$ cat config.mk
export PLATFORM = sky130hd
export DESIGN_NAME = shift_word_rx
export DESIGN_NICKNAME = d
export VERILOG_FILES = /design/src/rtl/shift_word_rx_pkg.sv /design/src/rtl/shift_word_rx_cnt.sv /design/src/rtl/shift_word_rx.sv
export SDC_FILE = /design/constraint.sdc
export NUM_CORES = 1
export LEC_CHECK = 0
export BUFFER_PORTS_ARGS = -buffer_cell sky130_fd_sc_hd__buf_2
export CORE_MARGIN = 4
export CORE_UTILIZATION = 50
export DETAILED_ROUTE_END_ITERATION = 10
export GPL_ROUTABILITY_DRIVEN = 0
export PLACE_DENSITY_LB_ADDON = 0.08
export SETUP_SLACK_MARGIN = 0.1
export SLEW_MARGIN = 20
export SYNTH_ARGS = -nofsm -noshare
export SYNTH_HDL_FRONTEND = slang
export SYNTH_SLANG_ARGS = --single-unit
$ cat constraint.sdc
create_clock -name clk -period 1.3 [get_ports clk]
set_input_delay 0 -clock clk [delete_from_list [all_inputs] [get_ports clk]]
set_output_delay 0 -clock clk [all_outputs]
set_load 0.01 [all_outputs]
$ cat src/rtl/shift_word_rx_pkg.sv
// Shared definitions for the serial word receiver.
// Optional build macro: SHIFT_WORD_RX_PARITY_EN (adds the PAR state).
package shift_word_rx_pkg;

`ifdef SHIFT_WORD_RX_PARITY_EN
  typedef enum logic [1:0] {IDLE = 2'd0, SHIFT = 2'd1, PAR = 2'd2} tShRxState;
`else
  typedef enum logic [1:0] {IDLE = 2'd0, SHIFT = 2'd1} tShRxState;
`endif

  // Required XOR of data plus parity bit (odd parity scheme).
  localparam logic SHRX_PARITY_ODD = 1'b1;

endpackage

$ cat src/rtl/shift_word_rx_cnt.sv
// Saturating bit counter: clear wins over increment, holds at WIDTH,
// tc_o flags that the next qualified bit is the last data bit.
module shift_word_rx_cnt
  import shift_word_rx_pkg::*;
#(
  parameter int WIDTH = 36
) (
  input  logic clk,
  input  logic rst_n,
  input  logic clr_i,
  input  logic inc_i,
  output logic tc_o
);

  localparam int CW = $clog2(WIDTH + 1);
  localparam logic [CW-1:0] LAST = CW'(WIDTH - 1);
  localparam logic [CW-1:0] FULL = CW'(WIDTH);

  logic [CW-1:0] cnt_q, cnt_d;

  // next count: clear, or increment until saturated at WIDTH
  always_comb begin
    cnt_d = cnt_q;
    if (clr_i)                        cnt_d = '0;
    else if (inc_i && cnt_q != FULL)  cnt_d = cnt_q + 1'b1;
  end

  // count register
  always_ff @(posedge clk) begin
    if (!rst_n) cnt_q <= '0;
    else        cnt_q <= cnt_d;
  end

  assign tc_o = (cnt_q == LAST);

endmodule

$ cat src/rtl/shift_word_rx.sv
// Serial-to-parallel word receiver with one-word output holding register,
// sticky overrun and one-cycle completion-to-valid latency.
// Optional build macro: SHIFT_WORD_RX_PARITY_EN (odd parity bit after data,
// parity_err port).
module shift_word_rx
  import shift_word_rx_pkg::*;
#(
  parameter int WIDTH     = 36,
  parameter bit MSB_FIRST = 1'b1
) (
  input  logic             clk,
  input  logic             rst_n,
  input  logic             start,
  input  logic             shft_en,
  input  logic             sin,
  input  logic             ready,
  input  logic             ovr_clr,
  output logic [0:WIDTH-1] word,
  output logic             valid,
  output logic             busy,
`ifdef SHIFT_WORD_RX_PARITY_EN
  output logic             parity_err,
`endif
  output logic             overrun
);

  tShRxState        state_q, state_d;
  logic             tc, cap, complete;
  logic [WIDTH-1:0] sr_q, sr_d;
  logic             done_q;
  logic [WIDTH-1:0] word_q;
  logic             valid_q, overrun_q;
  logic             drop, load;
`ifdef SHIFT_WORD_RX_PARITY_EN
  logic             perr_now, perr_pend_q, perr_q;
`endif

  // start always wins, so a bit presented with start is never captured
  assign cap = (state_q == SHIFT) && shft_en && !start;

`ifdef SHIFT_WORD_RX_PARITY_EN
  assign complete = (state_q == PAR) && shft_en && !start;
  assign perr_now = ((^sr_q) ^ sin) != SHRX_PARITY_ODD;
`else
  assign complete = cap && tc;
`endif

  shift_word_rx_cnt #(.WIDTH(WIDTH)) u_cnt (
    .clk   (clk),
    .rst_n (rst_n),
    .clr_i (start),
    .inc_i (cap),
    .tc_o  (tc)
  );

  // state register
  always_ff @(posedge clk) begin
    if (!rst_n) state_q <= IDLE;
    else        state_q <= state_d;
  end

  // next-state logic
  always_comb begin
    state_d = state_q;
    unique case (state_q)
      IDLE:  if (start) state_d = SHIFT;
      SHIFT: begin
        if (start)           state_d = SHIFT;
`ifdef SHIFT_WORD_RX_PARITY_EN
        else if (cap && tc)  state_d = PAR;
`else
        else if (cap && tc)  state_d = IDLE;
`endif
      end
`ifdef SHIFT_WORD_RX_PARITY_EN
      PAR: begin
        if (start)           state_d = SHIFT;
        else if (shft_en)    state_d = IDLE;
      end
`endif
      default: state_d = IDLE;
    endcase
  end

  // FSM outputs: busy drops on the completing edge
  always_comb begin
    busy = (state_q != IDLE);
  end

  // shift register next value; first bit ends at the word[0] end when MSB_FIRST
  always_comb begin
    sr_d = sr_q;
    if (start)    sr_d = '0;
    else if (cap) sr_d = MSB_FIRST ? {sr_q[WIDTH-2:0], sin} : {sin, sr_q[WIDTH-1:1]};
  end

  // shift register plus completion flag delayed one cycle into the output stage
  always_ff @(posedge clk) begin
    if (!rst_n) begin
      sr_q   <= '0;
      done_q <= 1'b0;
`ifdef SHIFT_WORD_RX_PARITY_EN
      perr_pend_q <= 1'b0;
`endif
    end else begin
      sr_q   <= sr_d;
      done_q <= complete;
`ifdef SHIFT_WORD_RX_PARITY_EN
      if (complete) perr_pend_q <= perr_now;
`endif
    end
  end

  // A finished word is dropped only when the held word is still unconsumed;
  // ready in the load cycle frees the slot for the new word.
  assign drop = done_q && valid_q && !ready;
  assign load = done_q && !drop;

  // output holding register, valid handshake and sticky overrun
  always_ff @(posedge clk) begin
    if (!rst_n) begin
      word_q    <= '0;
      valid_q   <= 1'b0;
      overrun_q <= 1'b0;
`ifdef SHIFT_WORD_RX_PARITY_EN
      perr_q    <= 1'b0;
`endif
    end else begin
      if (load) begin
        word_q  <= sr_q;
        valid_q <= 1'b1;
`ifdef SHIFT_WORD_RX_PARITY_EN
        perr_q  <= perr_pend_q;
`endif
      end else if (valid_q && ready) begin
        valid_q <= 1'b0;
`ifdef SHIFT_WORD_RX_PARITY_EN
        perr_q  <= 1'b0;
`endif
      end
      overrun_q <= drop | (overrun_q & ~ovr_clr);
    end
  end

  assign word    = word_q;
  assign valid   = valid_q;
  assign overrun = overrun_q;
`ifdef SHIFT_WORD_RX_PARITY_EN
  assign parity_err = perr_q;
`endif

endmodule

==> impl_metrics.toml, run 1 <==
[outcome]
outcome = "complete, no violations"

[clock_network]
numCtsBuffers = 9
cts_max_level = 3
cts.path.max_buffers = 2
cts.sinks = 82
cts-root-buf = "clkbuf_8"
clkTransAtPathRegs_ns = 0.08
insertion_delay_ns = 0.34
cts_tree = "done"

[yosys]
synth_area_mm2 = 0.00304
yosys.area.top_type = "dfxtp_1"
yosys-top-cells-count = "dfxtp_1 (82), a21oi_1 (62), nand2_1 (47), o21ai_0 (39), nand3_1 (37)"
yosysWarnings = 0
yosysMostFrequentCell = "dfxtp_1"
yosysTopAreaCellShare_pct = 54.1
syn_inst = 343
synth_ff_type = "dfxtp_1"
synth_edf_count = 0
synth_nets = 352
syn_avg_cell_area_um2 = 8.85
async_flop_share_pct = 0
synth.area.top_cells = "dfxtp_1 (54%), a21oi_1 (10%), o21ai_0 (6.4%)"
ys_seq_elements = 82
yosysSeqAreaShare_pct = 54.1
synth.distinct_cells = 28

[floorplan]
num_io_pins = 46
initial_core_util_pct = 51.3
rows = 28
coreArea_mm2 = 0.00592
fp.dieW_um = 85.9
die-height_um = 85.9
fp.dieArea_mm2 = 0.00738

[timing]
rsz0062_at_grt = "true"
fmax_ghz = 0.798
fin_skew_ns = 0.00551
finalCriticalPeriod_ns = 1.25
fin_crit_sh_pct = 96.4
tightest_slew_ns = 0.377
finalHoldViolCount = 0
maxSlewHeadroom_pct = 74.8
drv_slew = 0
setup_slack_ns = 0.0466
hold_ws_ns = 0.0248
setup_violations = 0

[grt]
antenna_found_initial = 0
grt_pass1_wl_um = 11500
grt_max_degree = 38
grt_pass1_vias = 2472
overflow = 0
track_usage_pct = 19.4

[finish]
n_antenna_cell = 0
seqCellArea_mm2 = 0.00165
n_fill_cell = 531
final_core_util_pct = 62.6
multiInputGateArea_mm2 = 0.00130
instances_no_fill = 473
nets = 403
area_growth_pct = 22.1
drive_gt1_share_pct = 27.9

[placed_design]
dp_slack_ns = -0.0280
io_buffers = 45
placed_cells = 452
hpwl_um = 4190

[setup_path]
startpoint_type = "flip-flop"
critPathMaxFanout = 3
path_class = "reg -> reg"
worstPathRequired_ns = 1.58
critPathArrivalTime_ns = 1.53
end_kind = "flip-flop"

[drt]
vias_per_cell = 5.43
drt_iter0_drc = 114
drt.antenna.violating_nets = 0
first_pass_iters = 4
via_count = 2567
wl_per_cell_um = 13.9
drt-total-wl_um = 6580
drc = 0

[pwr]
finalPower_mw = 4.46
cellLeakagePower_nw = 1.39
ir_worst_vdd_v = 0.000533
cellPowerDensity_mw_per_mm2 = 1200

[worst_hold_path]
holdCritPathClass = "in -> reg"

[run]
drv_cap = 0
-- kinds of logic (layout without fill, tap and decap cells) --
kind of cell / count (synthesis) / in the layout / share of synthesized area, %
and+or+nand+nor: 100 / 100 / 16.0
buffers and inverters: 35 / 90 / 4.45
AOI/OAI and AO/OA: 122 / 122 / 24.0
DFF: 82 / 82 / 54.1
muxes: 2 / 2 / 0.660
adders and majority gates: 2 / 2 / 0.824
-- layout by cell type, fill, tap and decap left out, types with 2 or more instances in the layout --
cell type	count
nor2b_1	2
dfxtp_2	2
clkinv_2	2
a211oi_2	2
buf_12	3
dlygate4sd3_1	5
buf_4	16
buf_2	45
dfxtp_1	79
inv_2	2
o21ai_0	39
clkbuf_1	2
clkbuf_8	10
nand3_1	36
inv_1	4
mux2i_1	2
nand2_1	47
a21oi_1	61
o221a_2	16
-- what timing repair did --
| action | in CTS | in global routing |
|---|---|---|
| endpoints found under the setup margin | 5 | 23 |
| pin swaps | 3 | 4 |
| resized for setup | 3 | 9 |
| hold endpoints to repair | 3 | 0 |
| setup buffers | 1 | 0 |
| hold buffers | 5 | 0 |
-- layout make-up --
cell class / count / area share [%]
Multi-Input combinational cell: 226 / 35.1
Timing Repair Buffer: 69 / 12.3
Inverter: 6 / 0.607
Clock inverter: 3 / 1.08
Sequential cell: 82 / 44.4
Tap cell: 75 / 2.53
Clock buffer: 12 / 3.91
-- worst max-delay path, stage by stage (launching register included) --
cell and delay, ns:
dfxtp_2 0.35, inv_2 0.05, ha_4 0.15, and2_4 0.14
a2111o_1 0.35, a21oi_1 0.14
-- through the flow --
step                      setup TNS [ns]  cell area [µm²]
after global routing                   0             3710
after floorplan                        0             3040
after global placement                 0             3420
after detailed placement         -0.0280             3420
after CTS                              0             3670
final                                  0             3710
-- metal layers --
metal  part of all wire (%)  GRT usage, %
met5                      0             0
met4                    1.9          8.20
met3                    3.3          3.46
met1                     49          26.3
met2                     45          30.3
-- flip-flops by register name (all words and copies together), names as in the netlist --
name         cells
u_cnt.cnt_q      6
word            36
overrun          1
done_q           1
sr_q            36
state_q          1
valid            1
-- where the power goes --
part | switching, mW | total, mW | internal (mW)
sequential | 0.0126 | 2.53 | 2.52
clock | 0.840 | 1.77 | 0.925
combinational | 0.0987 | 0.159 | 0.0606
-- worst paths after layout --
check / start / to / slack (ns) / cells past startpoint
worst max-delay path: u_cnt.cnt_q[0]$_SDFFE_PP0P_ / u_cnt.cnt_q[3]$_SDFFE_PP0P_ / 0.05 / 5
worst min-delay path: start / state_q[0]$_SDFFE_PN0P_ / 0.02 / 3
worst max register to register: u_cnt.cnt_q[0]$_SDFFE_PP0P_ / u_cnt.cnt_q[3]$_SDFFE_PP0P_ / 0.05 / 5
worst min register to register: sr_q[35]$_SDFFE_PP0P_ / sr_q[35]$_SDFFE_PP0P_ / 0.46 / 2
Note: power is estimated with default switching activity, not from simulation.
==> run 2: changes to the inputs <==
--- a/config.mk
+++ b/config.mk
@@ -11,6 +11,7 @@
 export DETAILED_ROUTE_END_ITERATION = 10
 export GPL_ROUTABILITY_DRIVEN = 0
 export PLACE_DENSITY_LB_ADDON = 0.08
+export RECOVER_POWER = 50
 export SETUP_SLACK_MARGIN = 0.1
 export SLEW_MARGIN = 20
 export SYNTH_ARGS = -nofsm -noshare
==> impl_metrics.toml, run 2 (synthesis results as in run 1) <==
[outcome]
outcome = "complete, no violations"

[timing]
drv_slew = 0
rsz0062_at_grt = "true"
maxSlewHeadroom_pct = 73.4
finalHoldViolCount = 0
finalCriticalPeriod_ns = 1.25
fin_skew_ns = 0.00502
tightest_slew_ns = 0.398
hold_ws_ns = 0.0252
setup_violations = 0
fmax_ghz = 0.799
fin_crit_sh_pct = 96.3

[floorplan]
coreArea_mm2 = 0.00592
rows = 28
initial_core_util_pct = 51.3
fp.dieW_um = 85.9
die-height_um = 85.9
fp.dieArea_mm2 = 0.00738
num_io_pins = 46

[pwr]
cellPowerDensity_mw_per_mm2 = 1220
cellLeakagePower_nw = 1.22
ir_worst_vdd_v = 0.000534

[setup_path]
r2r-start = "u_cnt.cnt_q[0]$_SDFFE_PP0P_"
startpoint_type = "flip-flop"
r2r-end = "u_cnt.cnt_q[3]$_SDFFE_PP0P_"
path_class = "reg -> reg"
reg2reg_depth = 5
end_kind = "flip-flop"
rrSetupSlack_ns = 0.05
critPathMaxFanout = 3
worstPathRequired_ns = 1.58
critPathArrivalTime_ns = 1.53

[clock_network]
clkTransAtPathRegs_ns = 0.08
cts.path.max_buffers = 2
cts.sinks = 82
numCtsBuffers = 9
cts-root-buf = "clkbuf_8"
cts_max_level = 3
insertion_delay_ns = 0.34
cts_tree = "done"

[grt]
overflow = 0
grt_max_degree = 38
track_usage_pct = 19.4
grt_pass1_vias = 2472
antenna_found_initial = 0
grt_pass1_wl_um = 11500

[finish]
area_growth_pct = 20.0
nets = 403
layout_common_cells = "dfxtp_1 (79), a21oi_1 (61), nand2_1 (48)"
n_antenna_cell = 0
final_common_cell = "dfxtp_1"
final_area_mm2 = 0.00364
n_fill_cell = 559
drive_gt1_share_pct = 18.1

[drt]
wl_per_cell_um = 13.9
drt.antenna.violating_nets = 0
drt_iter0_drc = 112
first_pass_iters = 4
drt-total-wl_um = 6590
via_count = 2568
drc = 0
vias_per_cell = 5.43

[worst_hold_path]
worstHoldStart = "start"
min_path_cells = 3
holdPathEnd = "state_q[0]$_SDFFE_PN0P_"
holdCritPathClass = "in -> reg"

[placed_design]
hpwl_um = 4190
io_buffers = 45
placed_area_mm2 = 0.00342

[run]
drv_cap = 0
==> run 2: how the worst max path moves through the flow <==
stage	from	end	slack, ns	depth (start not counted)
2_1_floorplan	u_cnt.cnt_q[1]$_SDFFE_PP0P_	u_cnt.cnt_q[3]$_SDFFE_PP0P_	0.04	5
3_3_place_gp	u_cnt.cnt_q[0]$_SDFFE_PP0P_	u_cnt.cnt_q[3]$_SDFFE_PP0P_	0.03	5
3_5_place_dp	u_cnt.cnt_q[1]$_SDFFE_PP0P_	u_cnt.cnt_q[3]$_SDFFE_PP0P_	-0.03	5
4_1_cts	u_cnt.cnt_q[1]$_SDFFE_PP0P_	u_cnt.cnt_q[3]$_SDFFE_PP0P_	0.05	5
5_1_grt	u_cnt.cnt_q[1]$_SDFFE_PP0P_	u_cnt.cnt_q[3]$_SDFFE_PP0P_	0.01	5
6_report	u_cnt.cnt_q[0]$_SDFFE_PP0P_	u_cnt.cnt_q[3]$_SDFFE_PP0P_	0.05	5
==> run 2: layout make-up <==
class,count,area [µm²],area share [%]
Sequential cell,82,1650,45.2
Multi-Input combinational cell,226,1300,35.7
Timing Repair Buffer,69,393,10.8
Clock buffer,12,145,3.98
Tap cell,75,93.8,2.58
Clock inverter,3,40.0,1.10
Inverter,6,22.5,0.618
==> run 2: worst max-delay path, cell delays in order (launching register included) <==
cell      delay, ns
dfxtp_2        0.35
inv_2          0.05
ha_4           0.15
and2_4         0.14
a2111o_1       0.35
a21oi_1        0.14
==> run 2: routing by layer <==
metal / part of all wire, % / global-route usage (%) / vias up
met3: 3.5 / 3.46 / 13
met4: 1.9 / 8.20 / 0
met5: 0 / 0 / -
met2: 45 / 30.3 / 41
met1: 49 / 26.3 / 1196
li1: - / - / 1318
==> run 2: through the flow <==
stage / utilization (%) / worst slack [ns] / std cells / power [mW] / setup TNS, ns
after floorplan: - / 0.0360 / 343 / 2.68 / 0
after global placement: 57.8 / 0.0258 / 452 / 2.74 / 0
after detailed placement: 57.8 / -0.0280 / 452 / 2.74 / -0.0280
after CTS: 62.0 / 0.0529 / 473 / 4.50 / 0
after global routing: 61.5 / 0.0104 / 473 / 4.65 / 0
final: 61.5 / 0.0477 / 473 / 4.45 / 0
==> run 2: timing repair <==
action / 4_1_cts / 5_1_grt
hold endpoints to repair: 3 / 0
gates resized for setup: 3 / 9
buffers inserted: 1 / 0
hold buffers: 5 / 0
setup endpoints to repair: 5 / 23
pin swaps: 3 / 4
==> run 2: power breakdown <==
part / switching [mW] / internal [mW] / leakage (nW)
Combinational: 0.0987 / 0.0592 / 0.457
Clock: 0.835 / 0.925 / 0.0962
Sequential: 0.0123 / 2.52 / 0.662
